<file path="src/rtl/fetch_unit_pkg.sv">
// rtl/fetch_unit_pkg.sv - shared constants and types for the fetch sequencer
package definitions;

  // Halt encoding: the all-ones instruction word
  localparam logic [8:0] kHALT = 9'h1FF;

  // Fetch sequencer states
  typedef enum logic [1:0] {
    IDLE   = 2'd0,
    RUN    = 2'd1,
    HALTED = 2'd2
  } fetch_state_e;

  // Absolute branch targets indexed by Instruction[3:0].
  // Entries may be wider than the PC; only the low bits are used.
  localparam logic [15:0] kBR_LUT [16] = '{
    16'h0000, 16'h0020, 16'h0030, 16'h0040,
    16'h0080, 16'h0100, 16'h0200, 16'h03FF,
    16'h0005, 16'h0010, 16'h0155, 16'h02AA,
    16'h03F0, 16'h07C1, 16'hFFFE, 16'h0123
  };

endpackage

</file>
<file path="src/rtl/fetch_unit_branch_lut.sv">
// rtl/fetch_unit_branch_lut.sv - combinational branch target lookup
module branch_lut
  import definitions::*;
#(
  parameter int PC_W = 10
) (
  input  logic [3:0]      index,
  output logic [PC_W-1:0] target
);

  logic [15:0] entry;

  // Pick the table entry and fit it to the PC width (low bits kept)
  always_comb begin
    entry  = kBR_LUT[index];
    target = PC_W'(entry);
  end

endmodule

</file>
<file path="src/rtl/fetch_unit.sv">
// rtl/fetch_unit.sv - program counter, run/halt sequencing and retire counter
module fetch_unit
  import definitions::*;
#(
  parameter int PC_W  = 10,
  parameter int CNT_W = 16
) (
  input  logic             Clk,
  input  logic             Reset_n,
  input  logic             Start,
  input  logic [PC_W-1:0]  StartAddr,
  input  logic [8:0]       Instruction,
  input  logic             BranchEn,
  input  logic             Taken,
  input  logic             Stall,
  output logic [PC_W-1:0]  ProgCtr,
  output logic             InstrValid,
  output logic             Done,
  output logic [CNT_W-1:0] RetireCnt
);

  fetch_state_e     state_q, state_d;
  logic [PC_W-1:0]  pc_q, pc_d;
  logic [CNT_W-1:0] cnt_q, cnt_d;
  logic             done_q, done_d;
  logic [PC_W-1:0]  br_target;

  branch_lut #(.PC_W(PC_W)) u_branch_lut (
    .index  (Instruction[3:0]),
    .target (br_target)
  );

  // State, PC, counter and Done registers; reset is asynchronous
  always_ff @(posedge Clk or negedge Reset_n) begin
    if (!Reset_n) begin
      state_q <= IDLE;
      pc_q    <= '0;
      cnt_q   <= '0;
      done_q  <= 1'b0;
    end else begin
      state_q <= state_d;
      pc_q    <= pc_d;
      cnt_q   <= cnt_d;
      done_q  <= done_d;
    end
  end

  // Next-state, next-PC and retire decision; Start overrides everything
  always_comb begin
    state_d    = state_q;
    pc_d       = pc_q;
    cnt_d      = cnt_q;
    done_d     = done_q;
    InstrValid = 1'b0;

    if (Start) begin
      state_d = RUN;
      pc_d    = StartAddr;
      cnt_d   = '0;
      done_d  = 1'b0;
    end else begin
      unique case (state_q)
        IDLE: begin
        end
        RUN: begin
          if (!Stall) begin
            if (Instruction == kHALT) begin
              state_d = HALTED;
              done_d  = 1'b1;
            end else begin
              InstrValid = 1'b1;
              // Counter sticks at all-ones rather than wrapping
              if (!(&cnt_q)) begin
                cnt_d = cnt_q + CNT_W'(1);
              end
              if (BranchEn && Taken) begin
                pc_d = br_target;
              end else begin
                pc_d = pc_q + PC_W'(1);
              end
            end
          end
        end
        HALTED: begin
          done_d = 1'b1;
        end
        default: begin
          state_d = IDLE;
        end
      endcase
    end
  end

  assign ProgCtr   = pc_q;
  assign Done      = done_q;
  assign RetireCnt = cnt_q;

endmodule

</file>
<file path="config.mk">
export PLATFORM = sky130hd
export DESIGN_NAME = fetch_unit
export DESIGN_NICKNAME = d
export VERILOG_FILES = /design/src/rtl/fetch_unit_pkg.sv /design/src/rtl/fetch_unit_branch_lut.sv /design/src/rtl/fetch_unit.sv
export SDC_FILE = /design/constraint.sdc
export NUM_CORES = 1
export LEC_CHECK = 0
export ABC_AREA = 1
export ABC_CLOCK_PERIOD_IN_PS = 1700
export CAP_MARGIN = 20
export CORE_ASPECT_RATIO = 0.5
export CORE_UTILIZATION = 40
export DETAILED_ROUTE_END_ITERATION = 12
export PLACE_DENSITY = 0.74
export SYNTH_ARGS = -nofsm -noshare
export SYNTH_HDL_FRONTEND = slang
export SYNTH_SLANG_ARGS = --single-unit
</file>
<file path="constraint.sdc">
create_clock -name Clk -period 1.7 [get_ports Clk]
set_input_delay 0.34 -clock Clk [delete_from_list [all_inputs] [get_ports Clk]]
set_output_delay 0.34 -clock Clk [all_outputs]
set_load 0.005 [all_outputs]
</file>
==> out/results.txt <==
WL per Instance: 12.42 um
Post-Layout Inst Area: 3221 sq um
Setup violators final: 9
Syn nets: 376
Placed inst area: 2954 sq um
Fraction of layout cells with a size suffix above 1: 16.86%
Most frequent cells in the layout: nand2_1 (118), clkdlybuf4s50_1 (47), nand3_1 (39), nor2_1 (37), buf_4 (31)
Total gr overflow: 0
Seq/Total Area, Yosys: 33.43%
Yosys warning total: 0
Min Hold Slack: 0.4366 ns
Number of I/O pins: 53
Net Sw Frac: 30.70%
Worst path required time: 1.36 ns
Reported net switching power: 569.7 uW
Initial antenna violation count: 0
Max clock buf depth: 2
Final Cycle Share: 103.9%
Final slew viol count: 0
Final ANT Viol Nets: 0
Vert. Die Dim: 54.09 um
Int Power: 1286 uW
Global-route wire length before repair: 9756 um
Die width: 106.2 um
RSZ-0062 raised after global routing: true
Library cells used by synthesis: 25
Relative slew slack: 74.37%
Leak: 0.001549 uW
DRT Wirelength: 6249 um
Final-stage net count: 463
Die area: 5744 sq um
Setup TNS: -0.2050 ns
# rows: 18
Final WS setup: -0.06628 ns
Post-CTS Hold Buffers: 0
Combinational share of power: 27.8%
Tmin final: 1.766 ns
Clock Sink Count: 29
Max-cap viol count: 0
# diodes: 0
Reg2reg start: state_q[1]
Synth Area per Inst: 6.292 sq um
Pwr Total: 1856 uW
Slew @ Worst Pin: 0.3845 ns
Worst Setup End Kind: output pin
Sequential Area: 726.9 sq um
Status: finished, violations left
Yosys reg bits: 29
Power per cell area: 576.2 nW/um^2
Number of global-route vias before repair: 2,313
Startpoint Class: flip-flop
Placer Congestion: 0.8513
Placement Setup Slack: -0.5855 ns
WS Path Type: flip-flop to output pin
CP Launch Point: state_q[1]
Clock H-tree levels: 2
Hold Path Class: primary input to asynchronous set/reset pin
Synthesized area: 2171 sq um
Clk Latency, worst-skew pair: 0.29 ns
CTS tree: yes
Root Driver: clkbuf_8
Setup Skew: 0.006814 ns
Clock share of power: 30.0%
CP max FO: 2
Clock transition at path regs: 0.06 ns
Drc violations: 0
Largest net degree at the start of global routing: 30
Drt first pass iters: 4
Worst Path Arrival: 1.43 ns
DRT iter0 DRCs: 100
TritonCTS buffer count: 5
Max Fclk: 0.5662 GHz
Area of the multi-input gates: 1329 sq um
Seq pwr share: 42.2%
Vias per cell: 4.942
Failing checks: negative setup slack
Detailed placer's ending HPWL: 4389 um
Area growth syn-to-layout: 48.36%
Maximum VDD drop: 0.4164 mV
Vias: 2,486
Fillcell total: 451
Core Box Area: 5067 sq um
Final-report hold violation count: 0
Synthesized instance count: 345
Starting Density: 42.84%
PortBufs: 52
Most common cell after layout, fill and taps aside: nand2_1
Total global routing track utilization: 22.06%
Yosys cell counts (all sizes together):
master / instances / area share (%)
a21oi: 9 / 2.1
buf: 4 / 1.5
clkbuf: 6 / 1.0
dfrtp: 29 / 33
ha: 6 / 3.5
inv: 33 / 5.7
nand2: 128 / 22
nand3: 40 / 9.5
nand3b: 3 / 1.0
nand4: 8 / 2.3
nor2: 43 / 7.9
nor3: 1 / 0.23
o211ai: 1 / 0.35
o21ai: 23 / 5.5
o21bai: 1 / 0.35
o22ai: 1 / 0.29
or2: 3 / 0.86
xnor2: 3 / 1.2
xor2: 3 / 1.2
power by group through the flow:
stage	sequential [uW]	clock, uW	combinational [uW]
finish	783	557	516
global route	789	605	577
CTS	781	571	474
detailed placement	794	0	469
global placement	790	0	459
floorplan	791	0	208
flip-flops by register name, summed over array words and instances, names as in the netlist:
register   cells
RetireCnt     16
Done           1
state_q        2
ProgCtr       10
per-layer routing:
metal	vias to the layer above	track usage (%)	part of all wire, %
li1	1274	-	-
met1	1145	23.99	43
met2	59	43.40	51
met3	8	5.569	4.9
met4	0	7.639	1.1
met5	-	0	0
layout make-up:
| class | count | share of cell area [%] |
|---|---|---|
| multi-input cells | 273 | 41.26 |
| repair buffers | 90 | 27.04 |
| flip-flops and latches | 29 | 22.57 |
| well taps | 70 | 2.720 |
| inverters | 33 | 3.846 |
| clock inverters | 2 | 0.3108 |
| clock buffers | 6 | 2.253 |
worst paths after layout:
check / cells after the start / slack (ns) / end
max in group asynchronous: 2 / 0.95 / ProgCtr[2]
worst max-delay path: 5 / -0.07 / InstrValid
min in group Clk: 2 / 0.50 / Done
worst min register to register: 2 / 0.50 / Done
worst min-delay path: 2 / 0.44 / RetireCnt[4]
worst max register to register: 11 / -0.03 / RetireCnt[13]
worst max-delay path, stage by stage, from the launching register on:
cell	delay (ns)
dfrtp_1	0.38
or2_1	0.27
nor2_2	0.11
nand2_2	0.07
nor2_1	0.16
buf_2	0.15
cells by family after synthesis:
kind of cell | after synthesis | share of synthesized area (%)
buf+inv | 43 | 8.242
compound gates | 35 | 8.531
xor+xnor | 6 | 2.421
flops | 29 | 33.43
fa+ha+maj | 6 | 3.458
simple gates | 226 | 43.92
through the flow:
step                utilization [%]  std cells
CTS                           60.20        496
global placement              58.30        486
global route                  63.56        503
floorplan                         -        345
detailed placement            58.30        486
finish                        63.56        503
timing repair:
| action | in CTS | in global routing |
|---|---|---|
| endpoints found under the setup margin | 27 | 28 |
| cloned | 0 | 3 |
| setup buffers | 2 | 18 |
| resized for setup | 10 | 34 |
| pin swaps | 5 | 4 |
Note: power is estimated with default switching activity, not from simulation.
